**src/rtl/senone_topk.sv**
```systemverilog
// Streaming top-K tracker for senone scores: keeps the K best (score, id) pairs of a
// frame in rank order, reports best score and beam threshold, then drains the list.
module senone_topk #(
  parameter int W   = 16,
  parameter int IDW = 13,
  parameter int K   = 4
) (
  input  logic                                 clk,
  input  logic                                 reset,
  input  logic                                 frame_start,
  input  logic                                 in_valid,
  output logic                                 in_ready,
  input  logic [W-1:0]                         in_score,
  input  logic [IDW-1:0]                       in_id,
  input  logic                                 in_last,
  input  logic [W-1:0]                         beam,
  output logic [W-1:0]                         best_score,
  output logic [IDW-1:0]                       best_id,
  output logic [W-1:0]                         threshold,
  output logic [$clog2(K+1)-1:0]               fill,
  output logic                                 done,
  output logic                                 out_valid,
  input  logic                                 out_ready,
  output logic [W-1:0]                         out_score,
  output logic [IDW-1:0]                       out_id,
  output logic [((K > 1) ? $clog2(K) : 1)-1:0] out_rank,
  output logic                                 out_last,
  output logic [1:0]                           state_dbg
);

  // Both ports are valid/ready: a beat moves on a cycle where valid & ready are high,
  // and a frame_start in the same cycle discards the beat.
  localparam int FW = $clog2(K+1);
  localparam int RW = (K > 1) ? $clog2(K) : 1;
  localparam logic [FW-1:0] K_F       = FW'(K);
  localparam logic [W-1:0]  MIN_SCORE = {1'b1, {(W-1){1'b0}}};

  typedef enum logic [1:0] {
    IDLE    = 2'd0,
    COLLECT = 2'd1,
    DRAIN   = 2'd2
  } state_t;

  state_t           state_q, state_d;
  logic [W-1:0]     score_q [K];
  logic [W-1:0]     score_d [K];
  logic [IDW-1:0]   id_q [K];
  logic [IDW-1:0]   id_d [K];
  logic [FW-1:0]    fill_q, fill_d;
  logic [RW-1:0]    rank_q, rank_d;
  logic             done_q, done_d;
  logic             accept, xfer;
  logic [K-1:0]     gt;
  logic             ins_en;
  logic [RW-1:0]    ins_pos;
  logic [W:0]       diff;

  assign accept = in_valid & (state_q == COLLECT) & ~frame_start;
  assign xfer   = out_ready & (state_q == DRAIN) & ~frame_start;

  always_ff @(posedge clk or posedge reset) begin
    if (reset) state_q <= IDLE;
    else       state_q <= state_d;
  end

  always_comb begin
    state_d   = state_q;
    in_ready  = 1'b0;
    out_valid = 1'b0;
    case (state_q)
      IDLE: ;
      COLLECT: begin
        in_ready = 1'b1;
        if (accept && in_last) state_d = DRAIN;
      end
      DRAIN: begin
        out_valid = 1'b1;
        if (xfer && out_last) state_d = IDLE;
      end
      default: state_d = IDLE;
    endcase
    if (frame_start) state_d = COLLECT;
  end

  // Strict > keeps the earlier sample ahead on ties; the lowest matching rank wins.
  always_comb begin
    gt      = '0;
    ins_en  = 1'b0;
    ins_pos = '0;
    for (int i = 0; i < K; i++)
      gt[i] = (FW'(i) < fill_q) && ($signed(in_score) > $signed(score_q[i]));
    if (fill_q != K_F) begin
      ins_en  = 1'b1;
      ins_pos = fill_q[RW-1:0];
    end
    for (int i = K-1; i >= 0; i--) begin
      if (gt[i]) begin
        ins_en  = 1'b1;
        ins_pos = RW'(i);
      end
    end
  end

  always_comb begin
    score_d = score_q;
    id_d    = id_q;
    fill_d  = fill_q;
    rank_d  = rank_q;
    done_d  = 1'b0;
    if (frame_start) begin
      for (int i = 0; i < K; i++) begin
        score_d[i] = MIN_SCORE;
        id_d[i]    = '0;
      end
      fill_d = '0;
      rank_d = '0;
    end else begin
      if (accept && ins_en) begin
        for (int i = 1; i < K; i++) begin
          if (RW'(i) > ins_pos) begin
            score_d[i] = score_q[i-1];
            id_d[i]    = id_q[i-1];
          end
        end
        score_d[ins_pos] = in_score;
        id_d[ins_pos]    = in_id;
        if (fill_q != K_F) fill_d = fill_q + 1'b1;
      end
      if (accept && in_last) begin
        done_d = 1'b1;
        rank_d = '0;
      end
      if (xfer) rank_d = out_last ? '0 : rank_q + 1'b1;
    end
  end

  always_ff @(posedge clk or posedge reset) begin
    if (reset) begin
      for (int i = 0; i < K; i++) begin
        score_q[i] <= MIN_SCORE;
        id_q[i]    <= '0;
      end
      fill_q <= '0;
      rank_q <= '0;
      done_q <= 1'b0;
    end else begin
      score_q <= score_d;
      id_q    <= id_d;
      fill_q  <= fill_d;
      rank_q  <= rank_d;
      done_q  <= done_d;
    end
  end

  // Sign-extended best minus zero-extended beam; a carry out of the W-bit range clamps.
  assign diff       = {score_q[0][W-1], score_q[0]} - {1'b0, beam};
  assign threshold  = (diff[W] != diff[W-1]) ? MIN_SCORE : diff[W-1:0];

  assign best_score = score_q[0];
  assign best_id    = id_q[0];
  assign fill       = fill_q;
  assign done       = done_q;
  assign out_score  = score_q[rank_q];
  assign out_id     = id_q[rank_q];
  assign out_rank   = rank_q;
  assign out_last   = ((FW'(rank_q) + FW'(1)) == fill_q);
  assign state_dbg  = state_q;

endmodule
```
**config.mk**
```make
export PLATFORM = sky130hd
export DESIGN_NAME = senone_topk
export DESIGN_NICKNAME = d
export VERILOG_FILES = /design/src/rtl/senone_topk.sv
export SDC_FILE = /design/constraint.sdc
export NUM_CORES = 1
export LEC_CHECK = 0
export CAP_MARGIN = 20
export CORE_UTILIZATION = 25
export DETAILED_ROUTE_END_ITERATION = 10
export DONT_BUFFER_PORTS = 1
export PLACE_DENSITY_LB_ADDON = 0.25
export SYNTH_ARGS = -nofsm -noshare
export SYNTH_HDL_FRONTEND = slang
export SYNTH_SLANG_ARGS = --single-unit
```
**constraint.sdc**
```tcl
create_clock -name clk -period 6 [get_ports clk]
set_input_delay 0.9 -clock clk [delete_from_list [all_inputs] [get_ports clk]]
set_output_delay 0.9 -clock clk [all_outputs]
set_load 0.02 [all_outputs]
```
==> flow_summary_export.csv, run 1 <==
group,metric,value,unit
routing,ant_nets,0,
cts,clk_latency,0.44,ns
critical_path,worstSetupStartpoint,"best_score[0]$_DFFE_PP0P_",
global_routing,gr-total-overflow,0,
yosys,synth_ff_type,"dfrtp_1",
yosys,synth_area_per_cell,9.72,um^2
timing,max_freq,179,MHz
timing,hold_viol,0,
place,routabilityCongestion,0.780,
timing,relSlewSlack,35.7,%
timing,finalSetupViolations,0,
die,start_util,25.6,%
cells_and_area,finish.net_count,1092,
flow_run,maxCapViolCount,0,
global_routing,grt_max_degree,125,
die,core,37900,um^2
die,dieArea,39700,um^2
pwr,p_int,1800,uW
cells_and_area,drive_above_1_share,12.2,%
pwr,sequentialPowerShare,35.9,%
cells_and_area,register_area,3110,um^2
routing,first_iter_violations,412,
global_routing,grt_pass1_wl,44800,um
pwr,max-vdd-ir-drop,0.196,mV
yosys,yosysSeqAreaShare,32.0,%
critical_path,critical_path_arrival,4.69,ns
run_status,outcome,"finished, final reports clean",
cells_and_area,multi_input_area,5840,um^2
timing,final.min_clock_period,5.59,ns
yosys,yosysTopAreaCellShare,30.9,%
timing,finalSetupTns,0,ns
critical_path,start_kind,"register",
cells_and_area,diodes,0,
place,dp_hpwl,19500,um
routing,wl_met1,13800,um
die,die_x,199,um
routing,routedWlPerCell,19.6,um
cts,ctsRootBufferMaster,"clkbuf_16",
routing,routed.top_layer,"met4",
cts,cts_tree,"built",
routing,firstDrtPassIters,5,
timing,rsz0062_at_grt,"false",
pwr,clkPwrFrac,39.7,%
routing,drc_errors,0,
critical_path,cp-end-kind,"output port",
pwr,switching_share,33.5,%
cells_and_area,fillerInstances,4009,
yosys,ys_ff_latch,124,
critical_path,r2r_end,"score_q[23]$_DFFE_PP0P_",
timing,worstMarginPinSlew,0.958,ns
cts,path_clk_slew,0.07,ns
yosys,async_flop_share,100,%
routing,viasPerCell,4.88,
die,ios,136,
pwr,p_comb_share,24.4,%
critical_path,r2r-start,"best_score[15]$_DFFE_PP1P_",
critical_path,crit_type,"reg -> out",
yosys,synth-warning-count,0,
timing,period_share,93.1,%
pwr,netSwitchingPower,906,uW
yosys,synth_edf_count,0,
routing,met2WireLength,13100,um
timing,final_max_slew_viol_count,0,
yosys,synth_area_leaders,"dfrtp_1 31%, mux2i_1 12%, ha_1 11%",
critical_path,reg2reg_setup_slack,1.04,ns
global_routing,track_usage,15.1,%
cts,cts-buffers-inserted,17,
pwr,leakagePower,0.00496,uW
critical_path,critPathMaxFanout,15,
cts,postCtsSetupRepairBufs,0,
cts,cts_buffer_depth,2,
timing,fin_skew,0.0133,ns
pwr,powerDensity,252,nW/um^2
critical_path,required,5.10,ns
die,dieHeight,199,um
yosys,synth_top_area_cell,"dfrtp_1",
cts,cts_max_level,4,
hold_path,hp-class,"in -> async",
yosys,synth_area,9730,um^2
routing,dr_total_vias,7226,
cts,holdBufCountCts,0,
cells_and_area,area_growth,10.4,%
yosys,synth_cell_type_count,55,
routing,wirelength,29000,um
die,num_rows,71,
critical_path,r2r_cells,12,
global_routing,grt_pass1_vias,7311,
global_routing,antenna_found_initial,0,
cts,clock-sinks,124,
pwr,power,2700,uW
yosys,syn_inst,1001,
place,portBuffers,0,
routing,met3WireLength,1760,um
yosys,synth_fp_nets,1137,
==> state kept, by name, indices dropped and copies added, names as in the netlist <==
signal / flops
score_q: 48
id_q: 39
best_score: 16
best_id: 13
fill: 3
out_rank: 2
state_dbg: 2
done: 1
==> worst max-delay path, cell delays in order (launching register included) <==
cell       delay [ns]
dfrtp_1          0.51
inv_1            0.23
ha_1             0.22
inv_1            0.06
fa_1             0.39
a21oi_1          0.16
o21bai_1         0.15
a2111oi_2        0.46
o31ai_1          0.17
o41ai_2          0.30
o211ai_1         0.19
a21o_1           0.20
a21oi_1          0.17
xnor2_1          0.09
ha_1             0.49
nor3_1           0.28
buf_4            0.18
==> synthesized netlist by cell type (all sizes together), types with 2 or more instances <==
cell	number
o211ai	6
nand3	15
and3b	2
clkbuf	32
o31ai	4
nor2	63
o41ai	5
nand2b	60
buf	53
nand4	11
a21oi	32
xnor2	10
o21bai	2
nor2b	40
mux2	24
a31oi	33
a41oi	2
or2	2
mux4	29
a21o	6
inv	96
o21a	2
a211oi	3
xor2	8
nor4	3
and4	3
nand3b	28
nand2	24
dfrtp	120
and2	2
ha	84
and3	3
dfstp	4
a2111oi	3
mux2i	119
nor3	8
o21ai	46
a21boi	2
==> layout make-up <==
class / instances / share of cell area [%]
clock inverters: 11 / 1.08
repair buffers: 21 / 1.70
flip-flops and latches: 124 / 29.0
multi-input cells: 696 / 54.4
well taps: 511 / 5.96
clock buffers: 21 / 4.48
inverters: 96 / 3.40
==> worst max-delay path by stage <==
stage                     slack (ns)             to
after floorplan                 0.84  threshold[10]
after global placement          0.43   threshold[3]
after detailed placement        0.39   threshold[3]
after CTS                       0.08   threshold[3]
after global routing            0.03   threshold[3]
final                           0.41   threshold[3]
==> cell families after synthesis <==
logic type	count (synthesis)	share of synthesized area, %
simple gates	267	15.2
buf+inv	181	8.53
xor+xnor	18	1.62
mux	172	21.7
flops	124	32.0
compound gates	154	9.94
fa+ha+maj	85	11.0
==> placed cells by master, fill, tap and decap left out, types with 3 or more instances in the layout <==
cell        Yosys  routed
mux2i_1       119     119
dfrtp_1       120     118
inv_1          96      95
ha_1           84      84
nor2_1         63      63
nand2b_1       60      60
o21ai_0        46      46
nor2b_1        40      38
a31oi_1        33      33
a21oi_1        32      32
mux4_2         29      29
nand3b_1       28      28
nand2_1        24      24
mux2_2         19      19
buf_4          31      19
clkbuf_16       0      17
nand3_1        15      14
nand4_1        11      11
xnor2_1        10      10
nor3_1          8       8
xor2_1          8       8
a21o_1          6       6
o211ai_1        6       6
mux2_1          5       5
clkinv_2        0       5
o31ai_1         4       4
dfstp_2         4       4
clkbuf_8        0       4
nor4_1          3       3
and4_1          3       3
o41ai_1         4       3
a211oi_1        3       3
and3_1          3       3
clkinvlp_4      0       3
==> metal layers <==
| metal | global-route usage, % | vias up |
|---|---|---|
| li1 | - | 3422 |
| met1 | 20.2 | 3606 |
| met2 | 23.7 | 180 |
| met3 | 4.41 | 18 |
| met4 | 4.13 | 0 |
| met5 | 0 | - |
==> power groups by stage <==
stage | clock [uW] | sequential, uW | combinational [uW]
5_1_grt | 1140 | 978 | 735
6_report | 1070 | 970 | 659
3_5_place_dp | 0 | 984 | 663
3_3_place_gp | 0 | 983 | 656
2_1_floorplan | 0 | 942 | 576
4_1_cts | 1110 | 970 | 667
==> timing repair <==
action                     4_1_cts  5_1_grt
pin swaps                        0        0
setup endpoints to repair        2       15
gates resized for setup          1        3
==> stage by stage <==
stage	cells	area [um^2]	util [%]	worst slack, ns	hold WS, ns
2_1_floorplan	1001	9730	-	0.843	0.472
3_3_place_gp	1448	10100	26.7	0.426	0.488
3_5_place_dp	1448	10100	26.7	0.387	0.498
4_1_cts	1480	10700	28.3	0.0750	0.491
5_1_grt	1480	10700	28.3	0.0331	0.503
6_report	1480	10700	28.3	0.414	0.473
No activity file was read; power rests on OpenSTA's default activity.
==> inputs of run 2 (changes only) <==
Settings changed: ABC_AREA set to 1.
==> run 2 against run 1 <==
Net effect:
- utilization shrank 0.65 points
- register-to-register slack improved by 0.89 ns
- die area is 0.74% higher
- global-route usage increased by 3.4 points
- first-iteration DRC count rose by 37%
- clock-buffer cell count fell by 3
- critical endpoint is now threshold[2]
==> flow_summary_export.csv, run 2 <==
group,metric,value,unit
run_status,outcome,"finished, final reports clean",
yosys,synth_area_per_cell,6.80,um^2
global_routing,grt_pass1_wl,54900,um
cells_and_area,largest_reg_flops,48,
place,dp_cells,1881,
yosys,synth_cell_type_count,37,
yosys,synth_most_common_cell,"nand2_1",
cells_and_area,largest_register,"score_q",
critical_path,cpMaxStageDelayCell,"dfrtp_1",
yosys,synth_fp_nets,1577,
die,dieHeight,200,um
yosys,syn_inst,1441,
timing,finalSetupTns,0,ns
timing,hold_viol,0,
cells_and_area,layout_common_cells,"381 x nand2_1, 182 x inv_1, 151 x o21ai_0, 126 x a21oi_1, 119 x dfrtp_1",
routing,drc_errors,0,
critical_path,slowest_delay,0.56,ns
timing,whs,0.474,ns
critical_path,crit_chain,"ha_1 > nand3_1 > nand3_1 > nand2_1 > a31oi_1 > nand3_1 > a21oi_1 > o21a_1 > nor2_1 > xor2_1 > ha_1 > inv_1 > o21ai_0 > a21oi_1",
yosys,yosysSeqAreaShare,31.7,%
die,num_rows,72,
yosys,synth_top_area_cell,"dfrtp_1",
die,start_util,25.4,%
yosys,ys_ff_latch,124,
critical_path,cp-end-kind,"output port",
critical_path,cpMostUsedCell,"nand3_1",
place,routabilityCongestion,0.827,
yosys,yosysTopAreaCellShare,30.6,%
die,dieArea,40000,um^2
cts,post_cts_resized,0,
die,core,38600,um^2
cells_and_area,drive_above_1_share,6.38,%
pwr,leakagePower,0.00529,uW
cts,cts_max_level,4,
die,die_x,200,um
routing,wirelength,36300,um
cts,path_clk_slew,0.07,ns
cts,clock-sinks,124,
global_routing,track_usage,18.6,%
cts,cts_tree,"built",
timing,max_freq,206,MHz
die,ios,136,
yosys,synth_edf_count,0,
timing,finalSetupViolations,0,
timing,period_share,80.9,%
critical_path,crit_type,"reg -> out",
timing,rsz0062_at_grt,"false",
cells_and_area,area_growth,9.05,%
critical_path,start_kind,"register",
place,portBuffers,0,
cells_and_area,finish.net_count,1518,
cells_and_area,diodes,0,
global_routing,gr-total-overflow,0,
yosys,synth_area_leaders,"dfrtp_1 31%, nand2_1 15%, ha_1 11%",
cells_and_area,instances_no_fill,1913,
yosys,synth_commonest_cells,"382 x nand2_1, 184 x inv_1, 151 x o21ai_0",
timing,final.min_clock_period,4.85,ns
cts,cts_buffer_depth,2,
cts,holdBufCountCts,0,
routing,ant_nets,0,
timing,worstMarginPinSlew,1.06,ns
critical_path,required,5.10,ns
yosys,async_flop_share,100,%
timing,relSlewSlack,28.9,%
routing,first_iter_violations,566,
place,dp_hpwl,24500,um
pwr,power,2670,uW
cts,cts-buffers-inserted,17,
cts,clk_latency,0.44,ns
routing,viasPerCell,4.81,
yosys,synth_ff_type,"dfrtp_1",
pwr,max-vdd-ir-drop,0.193,mV
routing,firstDrtPassIters,5,
critical_path,critPathMaxFanout,12,
timing,fin_skew,0.0117,ns
global_routing,grt_max_degree,89,
cells_and_area,final_common_cell,"nand2_1",
routing,dr_total_vias,9202,
yosys,synth-warning-count,0,
global_routing,antenna_found_initial,0,
timing,final_max_slew_viol_count,0,
cts,postCtsSetupRepairBufs,0,
pwr,powerDensity,249,nW/um^2
routing,routedWlPerCell,19.0,um
cts,ctsRootBufferMaster,"clkbuf_16",
yosys,synth_area,9800,um^2
critical_path,critical_path_arrival,3.95,ns
hold_path,hp-class,"reg -> reg",
global_routing,grt_pass1_vias,8978,
flow_run,maxCapViolCount,0,
## run 2: changes by cell type after synthesis, moves of 28 or more
cell      delta
nand2_1    +358
mux2i_1    -119
o21ai_0    +105
a21oi_1     +94
nand3_1     +90
inv_1       +88
nand2b_1    -60
nor2b_1     -40
nor2_1      +39
a31oi_1     -29
mux4_2      -29
nand3b_1    -28
## run 2: kinds of logic after synthesis
kind of cell,after synthesis,synth area share (%)
AO/OA/AOI/OAI,314,16.8
XOR/XNOR,6,0.536
adder cells (fa/ha/maj),85,10.9
buffers and inverters,283,12.9
flip-flops,124,31.7
AND/OR/NAND/NOR,629,27.1
## run 2: routing by layer
layer,wire length (um),GRT usage (%),vias to the layer above
met5,0,0,-
met4,714,5.60,0
met3,2000,3.71,39
met2,17400,31.7,266
met1,16200,23.5,4367
li1,-,-,4530
## run 2: critical path: cells and delay by family, from the launching register on
kind            cells  cell delay (ns)
buf+inv             1             0.27
simple gates        5             0.49
fa+ha+maj           2             0.80
compound gates      5             1.24
flops               1             0.56
xor+xnor            1             0.14
## run 2: area by class of cell
cell class / count / area (um^2)
fill: 4257 / 28000
multi-input combinational: 1034 / 5440
sequential: 124 / 3110
inverter: 187 / 707
tap: 518 / 648
clock buffer: 18 / 439
clock inverter: 14 / 194
timing repair buffer: 18 / 148
## run 2: power breakdown
| part | internal [uW] | total (uW) | switching [uW] | leakage [uW] |
|---|---|---|---|---|
| Combinational | 150 | 567 | 417 | 0.00330 |
| Sequential | 871 | 940 | 68.7 | 0.00170 |
| Clock | 707 | 1160 | 451 | 0.000295 |
| Total | 1730 | 2670 | 937 | 0.00529 |
## run 2: path summary, 6_finish.rpt
kind / from / end / slack (ns) / cells after the start
worst max-delay path: best_score[2]$_DFFE_PP0P_ / threshold[2] / 1.15 / 14
worst min-delay path: id_q[5]$_DFFE_PP0P_ / id_q[5]$_DFFE_PP0P_ / 0.47 / 2
worst max register to register: best_score[15]$_DFFE_PP1P_ / score_q[23]$_DFFE_PP0P_ / 1.93 / 14
worst min register to register: id_q[5]$_DFFE_PP0P_ / id_q[5]$_DFFE_PP0P_ / 0.47 / 2
max in group asynchronous: reset / out_rank[0]$_DFFE_PP0P_ / 4.39 / 2
min in group asynchronous: reset / id_q[22]$_DFFE_PP0P_ / 0.51 / 1
## run 2: through the flow
stage,util [%],worst slack (ns),cell area (um^2)
6_report,27.7,1.15,10700
4_1_cts,27.7,1.14,10700
3_3_place_gp,26.0,1.34,10100
3_5_place_dp,26.0,1.31,10100
5_1_grt,27.7,0.835,10700
2_1_floorplan,-,1.66,9800
